$ cat config.mk
export PLATFORM = sky130hd
export DESIGN_NAME = ahb_slave_if_param_flat
export DESIGN_NICKNAME = d
export VERILOG_FILES = /design/src/rtl/ahb_pkg.sv /design/src/rtl/ahb_slave_if_param_if.sv /design/src/rtl/ahb_split_tracker.sv /design/src/rtl/ahb_slave_if_param.sv /design/src/flat_wrapper.sv
export SDC_FILE = /design/constraint.sdc
export NUM_CORES = 1
export LEC_CHECK = 0
export CORE_ASPECT_RATIO = 1.2
export CORE_UTILIZATION = 34
export DETAILED_ROUTE_END_ITERATION = 16
export PLACE_DENSITY = 0.77
export RECOVER_POWER = 50
export SETUP_SLACK_MARGIN = 0.15
export SLEW_MARGIN = 15
export SYNTH_ARGS = -nofsm -noshare
export SYNTH_HDL_FRONTEND = slang
export SYNTH_SLANG_ARGS = --single-unit
$ cat constraint.sdc
create_clock -name hclk -period 1.8 [get_ports hclk]
set_input_delay 0.18 -clock hclk [delete_from_list [all_inputs] [get_ports hclk]]
set_output_delay 0.18 -clock hclk [all_outputs]
set_load 0.05 [all_outputs]
$ cat src/rtl/ahb_pkg.sv
// Shared AHB definitions: transfer/response codes and slave state encoding.
package ahb_pkg;

    localparam logic [1:0] HTRANS_IDLE   = 2'b00;
    localparam logic [1:0] HTRANS_BUSY   = 2'b01;
    localparam logic [1:0] HTRANS_NONSEQ = 2'b10;
    localparam logic [1:0] HTRANS_SEQ    = 2'b11;

    localparam logic [1:0] HRESP_OKAY  = 2'b00;
    localparam logic [1:0] HRESP_ERROR = 2'b01;
    localparam logic [1:0] HRESP_RETRY = 2'b10;
    localparam logic [1:0] HRESP_SPLIT = 2'b11;

    typedef enum logic [3:0] {
        ST_IDLE,
        ST_ACCESS,
        ST_RESP,
        ST_ERR1,
        ST_ERR2,
        ST_RTY1,
        ST_RTY2,
        ST_SPL1,
        ST_SPL2
    } state_e;

    // A transfer is rejected when it is wider than the data bus or not
    // naturally aligned. hsize tops out at 7 (128 bytes), so only the low
    // seven address bits matter for alignment.
    function automatic logic xfer_bad(input logic [6:0] addr_lsb,
                                      input logic [2:0] size,
                                      input int         max_size);
        logic [6:0] mask;
        mask = 7'((8'd1 << size) - 8'd1);
        return (int'(size) > max_size) || ((addr_lsb & mask) != 7'd0);
    endfunction

endpackage

$ cat src/rtl/ahb_slave_if_param_if.sv
// AHB bus-side signal bundle for one slave slot.
interface ahb_slave_if_param_if #(
    parameter int ADDR_WIDTH  = 32,
    parameter int DATA_WIDTH  = 32,
    parameter int NUM_MASTERS = 4
);
    localparam int MW = (NUM_MASTERS > 1) ? $clog2(NUM_MASTERS) : 1;

    logic                   hsel;
    logic [ADDR_WIDTH-1:0]  haddr;
    logic                   hwrite;
    logic [1:0]             htrans;
    logic [2:0]             hsize;
    logic [DATA_WIDTH-1:0]  hwdata;
    logic [MW-1:0]          hmaster;
    logic                   hreadyin;
    logic                   hreadyout;
    logic [1:0]             hresp;
    logic [DATA_WIDTH-1:0]  hrdata;
    logic [NUM_MASTERS-1:0] hsplit;

    modport master (
        output hsel, haddr, hwrite, htrans, hsize, hwdata, hmaster, hreadyin,
        input  hreadyout, hresp, hrdata, hsplit
    );

    modport slave (
        input  hsel, haddr, hwrite, htrans, hsize, hwdata, hmaster, hreadyin,
        output hreadyout, hresp, hrdata, hsplit
    );

endinterface

$ cat src/rtl/ahb_split_tracker.sv
// Remembers which masters were split and pulses hsplit when the backend
// says they may retry.
module ahb_split_tracker #(
    parameter int NUM_MASTERS = 4,
    parameter int MW          = 2
) (
    input  logic                   hclk,
    input  logic                   hresetn,
    input  logic                   set_en,
    input  logic [MW-1:0]          set_idx,
    input  logic                   done,
    output logic [NUM_MASTERS-1:0] hsplit
);

    logic [NUM_MASTERS-1:0] mask_q;
    logic [NUM_MASTERS-1:0] set_vec;

    assign set_vec = set_en ? (NUM_MASTERS'(1) << set_idx) : '0;

    // A split arriving together with done lands in the fresh mask and is
    // not part of the resume pulse.
    always_ff @(posedge hclk or negedge hresetn) begin
        if (!hresetn) begin
            mask_q <= '0;
            hsplit <= '0;
        end else begin
            hsplit <= done ? mask_q : '0;
            mask_q <= done ? set_vec : (mask_q | set_vec);
        end
    end

endmodule

$ cat src/rtl/ahb_slave_if_param.sv
// AHB slave bridge: address/data phase pipelining, backend wait states,
// two-cycle ERROR/RETRY/SPLIT responses and split-master tracking.
module ahb_slave_if_param
    import ahb_pkg::*;
#(
    parameter int ADDR_WIDTH  = 32,
    parameter int DATA_WIDTH  = 32,
    parameter int NUM_MASTERS = 4,
    parameter int MAX_WAIT    = 16
) (
    input  logic                  hclk,
    input  logic                  hresetn,
    ahb_slave_if_param_if.slave   bus,
    output logic                  be_valid,
    output logic                  be_write,
    output logic [ADDR_WIDTH-1:0] be_addr,
    output logic [DATA_WIDTH-1:0] be_wdata,
    input  logic                  be_ready,
    input  logic [DATA_WIDTH-1:0] be_rdata,
    input  logic                  be_error,
    input  logic                  be_split,
    input  logic                  be_split_done
);

    localparam int MW       = (NUM_MASTERS > 1) ? $clog2(NUM_MASTERS) : 1;
    localparam int MAX_SIZE = $clog2(DATA_WIDTH / 8);
    localparam int TW       = $clog2(MAX_WAIT + 2);

    state_e          state_q, state_d;
    logic [MW-1:0]   master_q;
    logic [TW-1:0]   timer_q;
    logic            can_accept, accept, bad, timeout, split_set;
    logic            hready;
    logic [1:0]      hresp;

    // New address phases are only taken while the previous transfer is
    // finishing (or nothing is in flight).
    assign can_accept = (state_q == ST_IDLE) || (state_q == ST_RESP) ||
                        (state_q == ST_ERR2) || (state_q == ST_RTY2) ||
                        (state_q == ST_SPL2);
    assign accept  = can_accept && bus.hsel && bus.hreadyin &&
                     (bus.htrans == HTRANS_NONSEQ || bus.htrans == HTRANS_SEQ);
    assign bad     = xfer_bad(bus.haddr[6:0], bus.hsize, MAX_SIZE);
    // timer holds the number of the current ACCESS cycle (first cycle = 1).
    assign timeout = (MAX_WAIT > 0) && (timer_q == TW'(MAX_WAIT)) && !be_ready;

    assign bus.hreadyout = hready;
    assign bus.hresp     = hresp;
    assign be_wdata      = (state_q == ST_ACCESS && be_write) ? bus.hwdata : '0;

    // Next state and per-state bus/backend outputs.
    always_comb begin
        state_d   = state_q;
        hready    = 1'b1;
        hresp     = HRESP_OKAY;
        be_valid  = 1'b0;
        split_set = 1'b0;
        unique case (state_q)
            ST_ACCESS: begin
                hready   = 1'b0;
                be_valid = 1'b1;
                if (be_ready) begin
                    if (be_split) begin
                        state_d   = ST_SPL1;
                        split_set = 1'b1;
                    end else if (be_error) begin
                        state_d = ST_ERR1;
                    end else begin
                        state_d = ST_RESP;
                    end
                end else if (timeout) begin
                    state_d = ST_RTY1;
                end
            end
            ST_ERR1: begin hready = 1'b0; hresp = HRESP_ERROR; state_d = ST_ERR2; end
            ST_RTY1: begin hready = 1'b0; hresp = HRESP_RETRY; state_d = ST_RTY2; end
            ST_SPL1: begin hready = 1'b0; hresp = HRESP_SPLIT; state_d = ST_SPL2; end
            default: begin
                if (state_q == ST_ERR2) hresp = HRESP_ERROR;
                if (state_q == ST_RTY2) hresp = HRESP_RETRY;
                if (state_q == ST_SPL2) hresp = HRESP_SPLIT;
                if (accept) state_d = bad ? ST_ERR1 : ST_ACCESS;
                else        state_d = ST_IDLE;
            end
        endcase
    end

    // State, address-phase capture, wait timer and read data register.
    always_ff @(posedge hclk or negedge hresetn) begin
        if (!hresetn) begin
            state_q    <= ST_IDLE;
            master_q   <= '0;
            timer_q    <= '0;
            be_addr    <= '0;
            be_write   <= 1'b0;
            bus.hrdata <= '0;
        end else begin
            state_q <= state_d;
            if (accept) begin
                be_addr  <= bus.haddr;
                be_write <= bus.hwrite;
                master_q <= bus.hmaster;
            end
            if (state_d == ST_ACCESS)
                timer_q <= (state_q != ST_ACCESS) ? TW'(1) :
                           (timer_q == TW'(MAX_WAIT)) ? timer_q : timer_q + TW'(1);
            else
                timer_q <= '0;
            if (state_q == ST_ACCESS && be_ready && !be_split && !be_error && !be_write)
                bus.hrdata <= be_rdata;
        end
    end

    ahb_split_tracker #(
        .NUM_MASTERS (NUM_MASTERS),
        .MW          (MW)
    ) u_split (
        .hclk    (hclk),
        .hresetn (hresetn),
        .set_en  (split_set),
        .set_idx (master_q),
        .done    (be_split_done),
        .hsplit  (bus.hsplit)
    );

endmodule
$ cat src/flat_wrapper.sv
// flat-port wrapper written by rule: the top's interface ports become plain ports
module ahb_slave_if_param_flat import ahb_pkg::*;
#(
    parameter int ADDR_WIDTH  = 32,
    parameter int DATA_WIDTH  = 32,
    parameter int NUM_MASTERS = 4,
    parameter int MAX_WAIT    = 16
)
  (hclk, hresetn, be_valid, be_write, be_addr, be_wdata, be_ready, be_rdata, be_error, be_split, be_split_done, bus_hsel, bus_haddr, bus_hwrite, bus_htrans, bus_hsize, bus_hwdata, bus_hmaster, bus_hreadyin, bus_hreadyout, bus_hresp, bus_hrdata, bus_hsplit);
  ahb_slave_if_param_if #(.ADDR_WIDTH(ADDR_WIDTH), .DATA_WIDTH(DATA_WIDTH), .NUM_MASTERS(NUM_MASTERS)) bus_i ();
  input  logic hclk;
  input  logic hresetn;
  output logic be_valid;
  output logic be_write;
  output logic [ADDR_WIDTH-1:0] be_addr;
  output logic [DATA_WIDTH-1:0] be_wdata;
  input  logic be_ready;
  input  logic [DATA_WIDTH-1:0] be_rdata;
  input  logic be_error;
  input  logic be_split;
  input  logic be_split_done;
  input wire logic [$bits(bus_i.hsel)-1:0] bus_hsel;
  input wire logic [$bits(bus_i.haddr)-1:0] bus_haddr;
  input wire logic [$bits(bus_i.hwrite)-1:0] bus_hwrite;
  input wire logic [$bits(bus_i.htrans)-1:0] bus_htrans;
  input wire logic [$bits(bus_i.hsize)-1:0] bus_hsize;
  input wire logic [$bits(bus_i.hwdata)-1:0] bus_hwdata;
  input wire logic [$bits(bus_i.hmaster)-1:0] bus_hmaster;
  input wire logic [$bits(bus_i.hreadyin)-1:0] bus_hreadyin;
  output wire logic [$bits(bus_i.hreadyout)-1:0] bus_hreadyout;
  output wire logic [$bits(bus_i.hresp)-1:0] bus_hresp;
  output wire logic [$bits(bus_i.hrdata)-1:0] bus_hrdata;
  output wire logic [$bits(bus_i.hsplit)-1:0] bus_hsplit;
  assign bus_i.hsel = bus_hsel;
  assign bus_i.haddr = bus_haddr;
  assign bus_i.hwrite = bus_hwrite;
  assign bus_i.htrans = bus_htrans;
  assign bus_i.hsize = bus_hsize;
  assign bus_i.hwdata = bus_hwdata;
  assign bus_i.hmaster = bus_hmaster;
  assign bus_i.hreadyin = bus_hreadyin;
  assign bus_hreadyout = bus_i.hreadyout;
  assign bus_hresp = bus_i.hresp;
  assign bus_hrdata = bus_i.hrdata;
  assign bus_hsplit = bus_i.hsplit;
  ahb_slave_if_param #(.ADDR_WIDTH(ADDR_WIDTH), .DATA_WIDTH(DATA_WIDTH), .NUM_MASTERS(NUM_MASTERS), .MAX_WAIT(MAX_WAIT)) u_core (.hclk(hclk), .hresetn(hresetn), .bus(bus_i), .be_valid(be_valid), .be_write(be_write), .be_addr(be_addr), .be_wdata(be_wdata), .be_ready(be_ready), .be_rdata(be_rdata), .be_error(be_error), .be_split(be_split), .be_split_done(be_split_done));
endmodule
======== Yosys cells after proc, flatten, opt, wreduce, memory -nomap -nowiden ========
Cells that the tools add are included.
word-level totals
  register bits after elaboration ......... 84
  input port bits ......................... 112
  word-level logic and storage cells ...... 74
cells by class
  add/subtract/negate cells ............... 2
  magnitude comparators ................... 1
  equality and inequality tests ........... 14
  shift operators ......................... 2
  multiplexer cells ....................... 23
  bitwise gates (word level) .............. 2
  reductions and logical operators ........ 22
operator list
  cell                 count
  $mux 32              1
  $mux 4               7
  $eq 4x3->1 const B   4
  $pmux 4 s4           1
  $mux 5               3
  $logic_and 1x1->1    9
  $eq 4x1->1 const B   2
  $eq 4x2->1 const B   2
  $pmux 2 s4           1
  $and 7x7->7          1
  $mux 1               7
  $reduce_bool 7->1    1
  $shl 1x3->7 const A  1
  $sub 7x1->7 const B  1
  $logic_or 1x1->1     6
  $mux 2               3
  $add 5x1->5 const B  1
  $eq 5x5->1 const B   1
  $eq 2x2->1 const B   2
  $eq 4x4->1 const B   1
  $logic_not 1->1      4
  $logic_not 4->1      1
  $ne 4x1->1 const B   1
  $or 4x4->4           1
  4 further kinds      4

======== Longest topological paths before layout ========
  depth after elaboration ................. 12
  gate-level depth with buffers ........... 6
  depth with buffers taken out ............ 6

======== By module ========
From an unflattened synthesis, not the netlist that was laid out.
unflattened totals
  cells, all modules ...................... 260
  area, all modules ....................... 3,679.8 sq um
modules (own cells, without submodules)
  module              times used  cells each  area each (sq um)  seq. area each (sq um)
  ahb_slave_if_param  1           236         3,387.0            1,901.8
  ahb_split_tracker   1           24          292.8              200.2

======== Least setup slack after synthesis ========
No wires, ideal clock.
  kind .................................... reg-to-output
  start point ............................. register u_core.state_q[2]
  end point ............................... output port be_wdata[20]
  arrival ................................. 2.309 ns
  data required time ...................... 1.620 ns
  setup slack ............................. -0.689 ns
  stages on the path, launching flop included .. 6
  buffers on the path ..................... 2
  cells stage by stage .................... dfrtp_1 or4b_1 buf_4 inv_4 clkbuf_1 and3_1
between the ends
  cells in the longest elaborated chain, start to end .. 3
ends and longest elaborated chain
  what                      line                      RTL
  start: declaration        ahb_slave_if_param.sv:29  state_e state_q, state_d;
  start signal: assignment  ahb_slave_if_param.sv:98  state_q <= state_d;
  $eq 4x1->1                ahb_slave_if_param.sv:49  assign be_wdata = (state_q == ST_ACCESS && be_write) ? bus.hwdata : '0;
  $logic_and 1x1->1         ahb_slave_if_param.sv:49
  $mux 32                   ahb_slave_if_param.sv:49
  end: declaration          flat_wrapper.sv:16        output logic [DATA_WIDTH-1:0] be_wdata;
Every way passes these cells.

======== Worst setup path after layout ========
  start point ............................. register u_core.state_q[1]
  end point ............................... output port be_wdata[13]
The elaborated chain is that of the path after synthesis.

==> qor.yml <==
crit_type: "flop to primary output"
synth_area_leader_cell: "dfrtp_1"
cp_cell_sequence: "or4b_4, clkinv_8, clkbuf_16, and3_4, buf_12"
clkPwrFrac: 0.168
max-slew-margin-rel: 0.387
fin_crit_ns: 2.04
antenna_found_initial: 0
peakVddDrop_mv: 0.985
mostFrequentLayoutCell: "clkdlybuf4s50_1"
wire_per_inst_um: 16.0
ioPinCount: 217
combPwrFrac: 0.568
clk_pin_slew_worst_paths_ns: 0.07
fin_crit_sh: 1.13
grt_max_degree: 48
area_growth_pct: 94.1
place_congestion: 0.730
htree_levels: 3
cts_buffers: 9
final_layout_size_suffix_gt1_frac: 0.392
intPower_mw: 6.16
cts_buffer_depth: 2
nNetsFinal: 614
syn_area_per_cell_um2: 14.0
final_max_slew_viol_count: 0
crit_path_start_kind: "flop"
final_cell_mix: "clkdlybuf4s50_1 (108), dfrtp_1 (84), dlygate4sd2_1 (65)"
die_h_um: 116
grt_pass1_wl_um: 15000
seqPwrFrac: 0.264
synth.yosys.seq_area_share: 0.576
dr.pass1.iters: 4
portBuffers: 215
yosys_warnings: 0
drc: 0
critPathCaptureType: "primary output"
crit_family: "simple AND/OR/NAND/NOR gates"
drt_wl_total_um: 10100
drv_cap: 0
power_mw: 11.2
holdWs_ns: 0.457
syn-num-nets: 374
cts_tree: "built"
n_antenna_cell: 0
finalHoldViolCount: 0
violations: "negative setup slack"
die-area_um2: 11200
switchingPower_mw: 5.02
seqCellArea_um2: 2100
root_buffer: "clkbuf_16"
clkSinkCount: 84
syn_inst: 260
min-delay-start: "bus_haddr[17]"
fmax_mhz: 490
synth_area_leaders: "dfrtp_1 (58%), mux2_4 (12%), mux2_2 (11%)"
ys_types: 35
grt_setup_unrepaired: "yes"
vias: 3023
setup_slack_ns: -0.241
core_um2: 10500
finalSetupViolCount: 65
nFillCells: 789
drtIter0Drc: 60
grt_pass1_vias: 3192
power.leakage_nw: 3.29
rows: 41
postLayoutCoreUtil: 0.677
min_path_type: "primary input to flop"
clock_latency_ns: 0.33
outcome: "finished, violations left"
finClkSkew_ns: 0.00527
arrival_ns: 1.86
yosysTopAreaCellShare: 0.576
switching_share: 0.449
holdPathEnd: "u_core.be_addr[17]$_DFFE_PN0N_"
fp.dieW_um: 96.6
multi_input_area_um2: 1720
setup_tns_ns: -12.86
power_density_nw_per_um2: 1580
crit_fanout: 7
start_util: 0.349
place_hpwl_um: 7220
r2r-end: "u_core.bus.hrdata[12]$_DFFE_PN0P_"
max_slew.worst_pin.slew_ns: 0.919
critPathSlowestCell: "or4b_4"
netlist_area_um2: 3650
r2r_slack_ns: -0.20
whs_path_depth: 2
grt-ovfl-total: 0
slowest_delay_ns: 0.57
viasPerCell: 4.77
ys_ff_latch: 84
cp_data_required_time_ns: 1.62
ant_nets: 0
cp_num_buf_inv: 3
grt.total_usage: 0.176
regToRegStartpoint: "u_core.state_q[1]$_DFF_PN0_"
reg2regPathDepth: 6
-- worst max-delay path by stage --
stage                     cells after the start                                 to  slack (ns)                   startpoint
final                                         5                       be_wdata[13]       -0.24  u_core.state_q[1]$_DFF_PN0_
after global placement                        5  u_core.bus.hrdata[23]$_DFFE_PN0P_       -0.08  u_core.state_q[3]$_DFF_PN0_
after CTS                                     5                       be_wdata[20]       -0.26  u_core.state_q[1]$_DFF_PN0_
after global routing                          5                       be_wdata[27]       -0.29  u_core.state_q[2]$_DFF_PN0_
after detailed placement                      5  u_core.bus.hrdata[29]$_DFFE_PN0P_       -0.11  u_core.state_q[3]$_DFF_PN0_
after floorplan                               6  u_core.bus.hrdata[10]$_DFFE_PN0P_       -0.04  u_core.state_q[2]$_DFF_PN0_
-- cells in the mapped netlist (all sizes together) --
master / number
mux2: 67
and2: 5
nor4: 4
nor3: 2
nand2b: 2
or4b: 1
nand3b: 3
nand3: 3
o22ai: 1
nor4bb: 1
mux2i: 1
dfrtp: 84
xor2: 2
nand4: 1
or3: 1
ha: 2
o21ai: 7
inv: 8
buf: 4
a21oi: 1
o32ai: 1
and3: 32
a211oi: 1
nand2: 5
a31oi: 1
clkbuf: 9
o41ai: 1
xnor2: 2
nor2b: 2
nor2: 5
nor4b: 1
-- logic make-up (layout without fill, tap and decap cells) --
| group | count (synthesis) | in the layout | share of synthesized area |
|---|---|---|---|
| flops | 84 | 84 | 0.576 |
| mux | 68 | 68 | 0.240 |
| simple gates | 68 | 68 | 0.117 |
| buf+inv | 21 | 266 | 0.0295 |
| compound gates | 13 | 13 | 0.0212 |
| xor+xnor | 4 | 4 | 0.00960 |
| fa+ha+maj | 2 | 2 | 0.00685 |
-- through the flow --
| step | cells | worst slack (ns) | cell area, µm² |
|---|---|---|---|
| 6_report | 634 | -0.241 | 7090 |
| 5_1_grt | 634 | -0.289 | 7090 |
| 4_1_cts | 629 | -0.264 | 6970 |
| 3_5_place_dp | 609 | -0.107 | 6620 |
| 3_3_place_gp | 609 | -0.0763 | 6620 |
| 2_1_floorplan | 260 | -0.0398 | 3860 |
-- power groups by stage --
stage	clock [mW]	combinational, mW	sequential (mW)
floorplan	0	1.82	5.22
global placement	0	6.45	2.98
detailed placement	0	6.55	2.99
CTS	1.92	6.20	2.96
global route	2.01	6.63	3.04
finish	1.87	6.35	2.95
-- sequential cells by signal (all words and copies together), names as in the netlist --
register,flops
u_core.be_addr,32
u_core.be_write,1
u_core.bus.hrdata,32
u_core.master_q,2
u_core.state_q,4
u_core.timer_q,5
u_core.u_split.hsplit,4
u_core.u_split.mask_q,4
-- final cells by class --
cell class / instances / area share
timing repair buffer: 242 / 0.388
sequential: 84 / 0.297
multi-input combinational: 155 / 0.243
clock buffer: 9 / 0.0318
tap: 129 / 0.0228
clock inverter: 7 / 0.0118
inverter: 8 / 0.00600
-- timing repair --
action / in CTS / in global routing
setup endpoints to repair: 140 / 113
endpoints found under the hold margin: 37 / 0
hold buffers: 1 / 0
gates resized for setup: 78 / 18
cloned: 2 / 2
setup buffers: 1 / 3
pin swaps: 3 / 15
-- layer usage --
metal  global-route usage  up-vias  wire length (µm)
li1                     -     1407                 -
met1                0.198     1449              3730
met2                0.305      148              5260
met3               0.0591       19               921
met4               0.0725        0               223
met5                    0        -                 0
Power figures use the tool's default switching activity.
==> RTL change (same settings) <==
`NUM_MASTERS` is set to 4 in 4 places; all go to 8.
--- a/src/rtl/ahb_slave_if_param_if.sv
+++ b/src/rtl/ahb_slave_if_param_if.sv
@@ -2,7 +2,7 @@
 interface ahb_slave_if_param_if #(
     parameter int ADDR_WIDTH  = 32,
     parameter int DATA_WIDTH  = 32,
-    parameter int NUM_MASTERS = 4
+    parameter int NUM_MASTERS = 8
 );
     localparam int MW = (NUM_MASTERS > 1) ? $clog2(NUM_MASTERS) : 1;
 
--- a/src/rtl/ahb_split_tracker.sv
+++ b/src/rtl/ahb_split_tracker.sv
@@ -1,7 +1,7 @@
 // Remembers which masters were split and pulses hsplit when the backend
 // says they may retry.
 module ahb_split_tracker #(
-    parameter int NUM_MASTERS = 4,
+    parameter int NUM_MASTERS = 8,
     parameter int MW          = 2
 ) (
     input  logic                   hclk,
--- a/src/rtl/ahb_slave_if_param.sv
+++ b/src/rtl/ahb_slave_if_param.sv
@@ -5,7 +5,7 @@
 #(
     parameter int ADDR_WIDTH  = 32,
     parameter int DATA_WIDTH  = 32,
-    parameter int NUM_MASTERS = 4,
+    parameter int NUM_MASTERS = 8,
     parameter int MAX_WAIT    = 16
 ) (
     input  logic                  hclk,
--- a/src/flat_wrapper.sv
+++ b/src/flat_wrapper.sv
@@ -3,7 +3,7 @@
 #(
     parameter int ADDR_WIDTH  = 32,
     parameter int DATA_WIDTH  = 32,
-    parameter int NUM_MASTERS = 4,
+    parameter int NUM_MASTERS = 8,
     parameter int MAX_WAIT    = 16
 )
   (hclk, hresetn, be_valid, be_write, be_addr, be_wdata, be_ready, be_rdata, be_error, be_split, be_split_done, bus_hsel, bus_haddr, bus_hwrite, bus_htrans, bus_hsize, bus_hwdata, bus_hmaster, bus_hreadyin, bus_hreadyout, bus_hresp, bus_hrdata, bus_hsplit);
Interface: changed (resized bus_hmaster and bus_hsplit); port bits go from 217 to 222. The function was not compared with the original's and may differ.
==> RTL change against the unedited design <==
- the run still ends with negative setup slack left
- worst hold slack lost 0.15 ns
- sequential cell count grew 9
- routed wire length grew 18%
- non-clock buffer count grew 14
- critical path depth grew 2
- clock skew grew 0.00064 ns
- synthesized area grew 8.9%
- synthesized cell count grew 9.2%
- worst setup slack lost 0.021 ns
- power grew 7.8%
- die area grew 8.8%
- via count grew 9.2%
- final area grew 7.0%
- critical path type unchanged
==> RTL change: results (changes against the unedited design) <==
Biggest regs: u_core.be_addr x32, u_core.bus.hrdata x32
Net Sw Frac: 0.453 (+0.00354)
Wire per inst: 17.2 µm (+7.3%)
Final WS setup: -0.262 ns (-0.0206 ns)
Setup slack, reg-to-reg: -0.11 ns (+0.09 ns)
Failing checks: negative setup slack
Clock skew: 0.00591 ns (+0.000641 ns)
R2r endpoint: u_core.bus.hrdata[21]
Inst Count DP: 667 (+9.5%)
Met1 global-route usage: 0.205 (+0.00752)
Synth Area in Compound Gates: 0.0286 (+0.00738)
Share of cells above drive strength 1: 0.403 (+0.0109)
Slew HR: 0.445 (+0.0583)
Status: finished, violations left
Vias in the first global route: 3519 (+10%)
Hold Crit Class: input pin to asynchronous set/reset pin
Post-Synth Adder-Cell Area: 0.00629 (-0.000563)
Met2 Track Usage GR: 0.350 (+0.0450)
Synth Cell Area: 3980 µm² (+8.9%)
Mux share of post-synthesis cell area: 0.223 (-0.0169)
Clock Latency Late Sink: 0.35 ns (+0.02 ns)
Reg2Reg Depth: 8 (+2)
Final setup violation count: 66 (+1.5%)
Iter 0 DRT Violations: 100 (+67%)
Port bufs: 220 (+2.3%)
WL met2: 6.27 mm (+19%)
RTL change: cell types whose count changed after synthesis, sizes merged, moves of 2 or more:
cell,delta
inv,+5
buf,+3
and2,+4
o22ai,+5
dfrtp,+9
o21ai,-2
nor2,-2
o32ai,+2
RTL change: stage by stage:
| stage | hold WS, ns | utilization | area [µm²] | power, mW |
|---|---|---|---|---|
| 2_1_floorplan | -0.116 | - | 4170 | 7.54 |
| 3_3_place_gp | 0.0186 | 0.630 | 7050 | 10.1 |
| 3_5_place_dp | 0.0252 | 0.630 | 7050 | 10.2 |
| 4_1_cts | 0.190 | 0.663 | 7420 | 11.9 |
| 5_1_grt | 0.349 | 0.678 | 7580 | 12.5 |
| 6_report | 0.310 | 0.678 | 7580 | 12.1 |
RTL change: layout make-up:
type / instances / area (µm²) / share of cell area
timing repair buffer: 256 / 2830 / 0.372
tap: 154 / 193 / 0.0254
inverter: 13 / 58.8 / 0.00775
clock inverter: 7 / 90.1 / 0.0119
clock buffer: 9 / 225 / 0.0297
multi-input combinational: 163 / 1860 / 0.246
sequential: 93 / 2330 / 0.307
RTL change: worst max-delay path, delay by kind of cell (launching register included):
family	cells	cell delay [ns]
buf+inv	4	0.42
flops	1	0.41
simple gates	3	0.70
RTL change: timing repair:
item | CTS | global route
gates resized for setup | 86 | 27
hold endpoints to repair | 93 | 0
gates cloned | 0 | 1
buffers inserted | 6 | 4
hold buffers | 1 | 0
setup endpoints to repair | 150 | 80
pin swaps | 4 | 13
RTL change: logic make-up after synthesis:
family / after synthesis
AND/OR/NAND/NOR: 70
buffers and inverters: 28
AO/OA/AOI/OAI: 18
flip-flops: 93
multiplexers: 69
XOR/XNOR: 4
adder cells (fa/ha/maj): 2
